**config.mk**
```make
export PLATFORM = sky130hd
export DESIGN_NAME = mem_stage_ctrl
export DESIGN_NICKNAME = d
export VERILOG_FILES = /design/src/rtl/mem_pkg.sv /design/src/rtl/mem_wait_timer.sv /design/src/rtl/mem_stage_ctrl.sv
export SDC_FILE = /design/constraint.sdc
export NUM_CORES = 1
export LEC_CHECK = 0
export ABC_AREA = 0
export CAP_MARGIN = 20
export CORE_AREA = 2 2 135 137
export DETAILED_ROUTE_END_ITERATION = 8
export DIE_AREA = 0 0 137 139
export SLEW_MARGIN = 20
export SYNTH_ARGS = -nofsm -noshare
export SYNTH_HDL_FRONTEND = slang
export SYNTH_HIERARCHICAL = 1
export SYNTH_SLANG_ARGS = --single-unit
export TNS_END_PERCENT = 30
```
**constraint.sdc**
```tcl
create_clock -name clock -period 3.2 [get_ports clock]
set_input_delay 0.48 -clock clock [delete_from_list [all_inputs] [get_ports clock]]
set_output_delay 0.48 -clock clock [all_outputs]
set_load 0.1 [all_outputs]
```
**src/rtl/mem_pkg.sv**
```systemverilog
// Shared constants and FSM encoding for the memory-stage controller.
package mem_pkg;

  localparam int unsigned CTRL_W      = 14;
  localparam int unsigned CTRL_MEM_RD = 3;
  localparam int unsigned CTRL_MEM_WR = 4;
  localparam int unsigned TIMEOUT_DEF = 16;
  localparam int unsigned WAIT_CNT_W  = 8;

  typedef enum logic {
    IDLE = 1'b0,
    WAIT = 1'b1
  } state_e;

endpackage

```
**src/rtl/mem_wait_timer.sv**
```systemverilog
// Wait-cycle counter: clears on issue, counts WAIT cycles, flags TIMEOUT-1.
module mem_wait_timer #(
  parameter int unsigned TIMEOUT = mem_pkg::TIMEOUT_DEF
) (
  input  logic clock,
  input  logic reset,
  input  logic clr_i,
  input  logic en_i,
  output logic tc_o
);
  import mem_pkg::*;

  logic [WAIT_CNT_W-1:0] cnt_q, cnt_d;

  always_comb begin
    cnt_d = cnt_q;
    if (clr_i)     cnt_d = '0;
    else if (en_i) cnt_d = cnt_q + WAIT_CNT_W'(1);
  end

  always_ff @(posedge clock) begin
    if (reset) cnt_q <= '0;
    else       cnt_q <= cnt_d;
  end

  assign tc_o = (cnt_q == WAIT_CNT_W'(TIMEOUT - 1));

endmodule

```
**src/rtl/mem_stage_ctrl.sv**
```systemverilog
// Memory-stage controller: issues dmem req/ack accesses, stalls upstream while
// an access is outstanding, and strobes out_valid into the M/W latch.
module mem_stage_ctrl #(
  parameter int unsigned ADDR_W      = 12,
  parameter int unsigned TIMEOUT     = mem_pkg::TIMEOUT_DEF,
  parameter int unsigned CTRL_MEM_RD = mem_pkg::CTRL_MEM_RD,
  parameter int unsigned CTRL_MEM_WR = mem_pkg::CTRL_MEM_WR
) (
  input  logic              clock,
  input  logic              reset,
  input  logic              in_valid,
  input  logic [31:0]       in_ALU_result,
  input  logic [31:0]       in_data_write,
  input  logic [4:0]        in_rd,
  input  logic [13:0]       in_ctrl_signals,
  input  logic [31:0]       in_PC_next,
  input  logic [31:0]       dmem_rdata,
  input  logic              dmem_ack,
  output logic              dmem_req,
  output logic              dmem_wren,
  output logic [ADDR_W-1:0] dmem_addr,
  output logic [31:0]       dmem_wdata,
  output logic              out_valid,
  output logic [31:0]       out_ALU_result,
  output logic [31:0]       out_data_read,
  output logic [4:0]        out_rd,
  output logic [13:0]       out_ctrl_signals,
  output logic [31:0]       out_PC_next,
  output logic              stall,
  output logic              mem_err,
  output logic [31:0]       mem_access_count
);
  import mem_pkg::*;

  state_e      state_q, state_d;
  logic        is_st, is_ld, is_mem;
  logic        tmr_clr, tmr_en, tmr_tc;
  logic        cnt_inc, err_set;
  logic        mem_err_q;
  logic [31:0] acc_cnt_q;

  assign is_st  = in_ctrl_signals[CTRL_MEM_WR];
  assign is_ld  = in_ctrl_signals[CTRL_MEM_RD] & ~is_st;
  assign is_mem = in_valid & (is_ld | is_st);

  assign out_ALU_result   = in_ALU_result;
  assign out_rd           = in_rd;
  assign out_ctrl_signals = in_ctrl_signals;
  assign out_PC_next      = in_PC_next;
  assign dmem_addr        = in_ALU_result[ADDR_W-1:0];
  assign dmem_wdata       = in_data_write;

  mem_wait_timer #(.TIMEOUT(TIMEOUT)) u_timer (
    .clock (clock),
    .reset (reset),
    .clr_i (tmr_clr),
    .en_i  (tmr_en),
    .tc_o  (tmr_tc)
  );

  // Next-state and handshake outputs; reset overrides everything last.
  always_comb begin
    state_d       = state_q;
    dmem_req      = 1'b0;
    dmem_wren     = 1'b0;
    stall         = 1'b0;
    out_valid     = 1'b0;
    out_data_read = '0;
    tmr_clr       = 1'b0;
    tmr_en        = 1'b0;
    cnt_inc       = 1'b0;
    err_set       = 1'b0;
    unique case (state_q)
      IDLE: begin
        if (is_mem) begin
          dmem_req  = 1'b1;
          dmem_wren = is_st;
          stall     = 1'b1;
          tmr_clr   = 1'b1;
          state_d   = WAIT;
        end else if (in_valid) begin
          out_valid = 1'b1;
        end
      end
      WAIT: begin
        dmem_req  = 1'b1;
        dmem_wren = is_st;
        if (dmem_ack) begin
          out_valid     = 1'b1;
          out_data_read = is_ld ? dmem_rdata : 32'd0;
          cnt_inc       = 1'b1;
          state_d       = IDLE;
        end else if (tmr_tc) begin
          out_valid = 1'b1;
          err_set   = 1'b1;
          state_d   = IDLE;
        end else begin
          stall  = 1'b1;
          tmr_en = 1'b1;
        end
      end
      default: state_d = IDLE;
    endcase
    if (reset) begin
      dmem_req  = 1'b0;
      dmem_wren = 1'b0;
      stall     = 1'b0;
      out_valid = 1'b0;
    end
  end

  always_ff @(posedge clock) begin
    if (reset) begin
      state_q   <= IDLE;
      mem_err_q <= 1'b0;
      acc_cnt_q <= '0;
    end else begin
      state_q <= state_d;
      if (err_set) mem_err_q <= 1'b1;
      if (cnt_inc) acc_cnt_q <= acc_cnt_q + 32'd1;
    end
  end

  assign mem_err          = mem_err_q;
  assign mem_access_count = acc_cnt_q;

endmodule

```
Word-level counts from Yosys, hierarchy flattened

Index checks and enable logic that the tools add are counted.

Register bits: 42
Input bits: 151
Word-level logic and storage cells: 38

Add/subtract/negate cells: 2
Eq/ne operators: 1
Mux-type cells: 25
Bitwise operators: 5
Reductions and logical operators: 1

Operators with widths:

| kind                                                 | number |
|---|---|
| two-way mux 32 bit                                   | 3 |
| adder 32 x 1 -> 32 bit (second input constant)       | 1 |
| two-way mux 1 bit                                    | 18 |
| adder 8 x 1 -> 8 bit (second input constant)         | 1 |
| equality test 8 x 4 -> 1 bit (second input constant) | 1 |
| case mux 1 bit (2 select lines)                      | 4 |
| AND 1 bit                                            | 2 |
| NOT 1 bit                                            | 2 |
| OR reduction 2 bit                                   | 1 |
| bitwise OR 1 bit                                     | 1 |

Longest topological paths before layout

Depth in word-level cells: 7
Mapped depth: 8
Mapped depth without buffers: 7

Modules after synthesis

The synthesis kept the hierarchy.

By module, submodules not included:

| module         | times used | cells each | area an instance (um2) |
|---|---|---|---|
| mem_stage_ctrl | 1          | 361        | 2800.2 |
| mem_wait_timer | 1          | 40         | 357.8 |

Least setup slack after synthesis

Ideal clock, no wire load.

Path type: input to output
From: input port reset
To: output port stall
Data arrival time: 3.113 ns
Required time: 2.720 ns
Setup slack: -0.393 ns
Cell stages on the path: 3
Buffers on the path: 1
Cell sequence: clkbuf_1 > a21oi_1 > and2_1

Word-level cells in the longest chain between the ends: 1

RTL lines:

| item               | line                  | RTL |
|---|---|---|
| start: declaration | mem_stage_ctrl.sv:10  | `input logic reset,` |
| two-way mux 1 bit  | mem_stage_ctrl.sv:104 | `if (reset) begin` |
| end: declaration   | mem_stage_ctrl.sv:29  | `output logic stall,` |

No other way between the ends.

Worst setup path in the final report

From: register u_timer.cnt_q[0]
To: output port out_valid

Word-level cells in the longest chain between the ends: 5

RTL lines:

| item                            | line                  | RTL |
|---|---|---|
| start: declaration              | mem_wait_timer.sv:13  | `logic [WAIT_CNT_W-1:0] cnt_q, cnt_d;` |
| start signal: assignment        | mem_wait_timer.sv:23  | `else cnt_q <= cnt_d;` |
| equality test 8 x 4 -> 1 bit    | mem_wait_timer.sv:26  | `assign tc_o = (cnt_q == WAIT_CNT_W'(TIMEOUT - 1));` |
| named net tmr_tc                | mem_stage_ctrl.sv:37  | `logic tmr_clr, tmr_en, tmr_tc;` |
| two-way mux 1 bit               | mem_stage_ctrl.sv:93  | `end else if (tmr_tc) begin` |
| two-way mux 1 bit               | mem_stage_ctrl.sv:88  | `if (dmem_ack) begin` |
| case mux 1 bit (2 select lines) | mem_stage_ctrl.sv:73  | `unique case (state_q)` |
| two-way mux 1 bit               | mem_stage_ctrl.sv:104 |  |
| end: declaration                | mem_stage_ctrl.sv:23  | `output logic out_valid,` |

The timed path passes the listed nets, and every way through them passes these cells.

==> flow_summary.json <==
{
  "status": "complete, no violations",
  "cap_violations": 0,
  "cts_root_buffer": "clkbuf_16",
  "worst-endpoint-required_ns": 2.72,
  "ir_worst_vdd_uv": 156,
  "clk_latency_ns": 0.28,
  "overflow": 0,
  "whs_path_depth": 2,
  "synth_edf_count": 0,
  "hold_violations": 0,
  "grt_max_degree": 37,
  "cp-end-kind": "output pin",
  "place_congestion": 0.698,
  "port_buffers": 108,
  "num_rows": 49,
  "drt_iter0_markers": 92,
  "die-width_um": 137,
  "synth_ff_type": "dfxtp_1",
  "hold_buffers": 0,
  "power.share.clock_pct": 41.2,
  "postCtsSetupBuffers": 0,
  "p_switching_uw": 331,
  "slew_viol_final": 0,
  "routed_wl_um": 9060,
  "syn_inst": 401,
  "clockBufferDepth": 2,
  "p_int_uw": 919,
  "layout-drive-gt1-share_pct": 24.0,
  "synth_area_um2": 3160,
  "drcViolationCount": 0,
  "antenna_found_initial": 0,
  "power.density_nw_per_um2": 314,
  "worstHoldStart": "u_timer/cnt_q[7]",
  "clkTransAtPathRegs_ns": 0.06,
  "slew_headroom_pct": 66.7,
  "cts_tree": "done",
  "synth_nets": 554,
  "final.setup.tns_ns": 0,
  "seq_area_frac_synth_pct": 26.6,
  "crit_arrival_ns": 2.10,
  "dp_cells": 600,
  "die_y_um": 139,
  "r2r_cells": 4,
  "leakage_nw": 1.40,
  "cp_max_fo": 4,
  "pwr-share-comb_pct": 16.3,
  "period_minus_slack_ns": 2.58,
  "final_cells": 608,
  "postSynthAreaPerCell_um2": 7.88,
  "synthArstFlopShare_pct": 0,
  "grt_pass1_wl_um": 13900,
  "path_class": "register to output pin",
  "insertedDiodeCount": 0,
  "vias": 2540,
  "wl_per_cell_um": 14.9,
  "fin_skew_ns": 0.00371,
  "vias_per_cell": 4.18,
  "whs_endpoint": "u_timer/cnt_q[7]",
  "cts.sinks": 42,
  "switching_share_pct": 26.5,
  "synth-seq-cells": 42,
  "worst_pin_slew_ns": 0.499,
  "core_area_um2": 17700,
  "dieArea_um2": 19000,
  "drt_pass1_iterations": 4,
  "grt_pass1_vias": 2495,
  "hp-class": "register to register",
  "post-route-period-util_pct": 80.6,
  "setup_viol": 0,
  "cts_max_level": 2,
  "r2r_slack_ns": 0.87,
  "synth_cell_types": 31,
  "reg2reg_to": "mem_access_count[21]",
  "dpl-instance-area_um2": 3830,
  "stdcell_area_um2": 3980,
  "numCtsBuffers": 5,
  "ios": 347,
  "track_usage_pct": 9.38,
  "dp_hpwl_um": 7300,
  "antenna_left": 0,
  "ys.warnings.count": 6,
  "fin_total_pwr_mw": 1.25,
  "crit_path_start_kind": "register",
  "seqPwrFrac_pct": 42.5,
  "max_freq_ghz": 0.388,
  "start_util_pct": 17.9,
  "ctsResizeCount": 0,
  "rsz0062_at_grt": "no",
  "reg2reg_from": "state_q",
  "nNetsFinal": 531,
  "area_delta_synth_final_pct": 26.0
}
-- synthesized netlist by cell type, types with 3 or more instances --
master    count  area share [%]
buf_4       127              30
dfxtp_1      42              27
and2_1       35             6.9
a21oi_1      27             4.3
nor2_1       17             2.0
or4_1        16             3.8
nand2_1      15             1.8
o21ai_0      14             2.2
clkbuf_1     13             1.5
nand4_1      13             2.6
nand3_1      12             1.9
o31ai_1      12             2.9
or3_1        12             2.4
xor2_1        9             2.5
inv_1         6            0.71
and4_1        5             1.4
buf_2         4            0.63
xnor2_1       4             1.1
nor3_1        3            0.48
-- routing by layer --
| layer | routed length (um) | GRT usage (%) | up-vias |
|---|---|---|---|
| li1 | - | - | 1200 |
| met3 | 986 | 4.35 | 51 |
| met5 | 0 | 0 | - |
| met4 | 363 | 4.67 | 0 |
| met1 | 3370 | 10.2 | 1156 |
| met2 | 4340 | 15.3 | 133 |
-- worst max-delay path, stage by stage (launching register included) --
cell      delay, ns
dfxtp_1        0.38
ha_1           0.23
nand4b_1       0.10
nor4_1         0.38
o21ai_0        0.23
a21oi_1        0.28
buf_12         0.21
-- power by group through the flow --
stage                     Sequential (mW)  Clock [mW]  Combinational, mW
after global placement              0.544           0              0.208
after CTS                           0.532       0.537              0.208
after global routing                0.532       0.557              0.214
after detailed placement            0.544           0              0.207
final                               0.532       0.515              0.204
after floorplan                     0.547           0              0.837
-- cells by family (layout without fill, tap and decap cells) --
kind of cell	after synthesis	in the layout	share of synthesized area [%]
simple gates	137	137	25.6
flops	42	42	26.6
buf+inv	151	129	33.2
xor+xnor	13	13	3.61
mux	2	2	0.674
fa+ha+maj	2	2	0.792
compound gates	54	54	9.55
-- final cells by class --
cell class / count / area [um2]
clock buffers: 7 / 143
clock inverters: 1 / 5.00
fillers: 1988 / 13700
inverters: 7 / 26.3
multi-input cells: 208 / 1280
flip-flops and latches: 42 / 841
well taps: 229 / 287
repair buffers: 114 / 1400
-- worst max-delay path by stage --
stage / start / endpoint / slack [ns] / depth (start not counted)
after floorplan: u_timer/cnt_q[0] / out_valid / 0.17 / 5
after global placement: dmem_ack / mem_access_count[21] / 0.51 / 5
after detailed placement: dmem_ack / mem_access_count[21] / 0.47 / 5
after CTS: u_timer/cnt_q[0] / out_valid / 0.57 / 6
after global routing: u_timer/cnt_q[0] / out_valid / 0.38 / 6
final: u_timer/cnt_q[0] / out_valid / 0.62 / 6
-- state kept, by name, indices dropped and copies added (netlist names) --
name	count
u_timer/cnt_q	8
mem_err	1
state_q	1
mem_access_count	32
-- per-stage QoR --
step	hold slack (ns)	util [%]	worst slack, ns
after floorplan	0.458	-	0.169
after global placement	0.473	21.7	0.514
after detailed placement	0.490	21.7	0.467
after CTS	0.499	22.5	0.572
after global routing	0.530	22.5	0.378
final	0.503	22.5	0.622
-- cell usage in the layout, fill, tap and decap left out, drive strengths merged --
| cell type | count |
|---|---|
| buf | 77 |
| dfxtp | 42 |
| clkdlybuf4s50 | 37 |
| and2 | 35 |
| a21oi | 27 |
| nor2 | 17 |
| or4 | 16 |
| nand2 | 16 |
| o21ai | 14 |
| nand4 | 14 |
| nand3 | 12 |
| o31ai | 12 |
| or3 | 12 |
| xor2 | 9 |
| inv | 7 |
| clkbuf | 7 |
| and4 | 5 |
| xnor2 | 4 |
| nor3 | 3 |
| nor4 | 2 |
| ha | 2 |
| nor3b | 2 |
| a31oi | 1 |
| nor2b | 1 |
| mux2 | 1 |
| clkinv | 1 |
| nand4b | 1 |
| or2 | 1 |
| mux2i | 1 |
No activity file was read; power rests on OpenSTA's default activity.
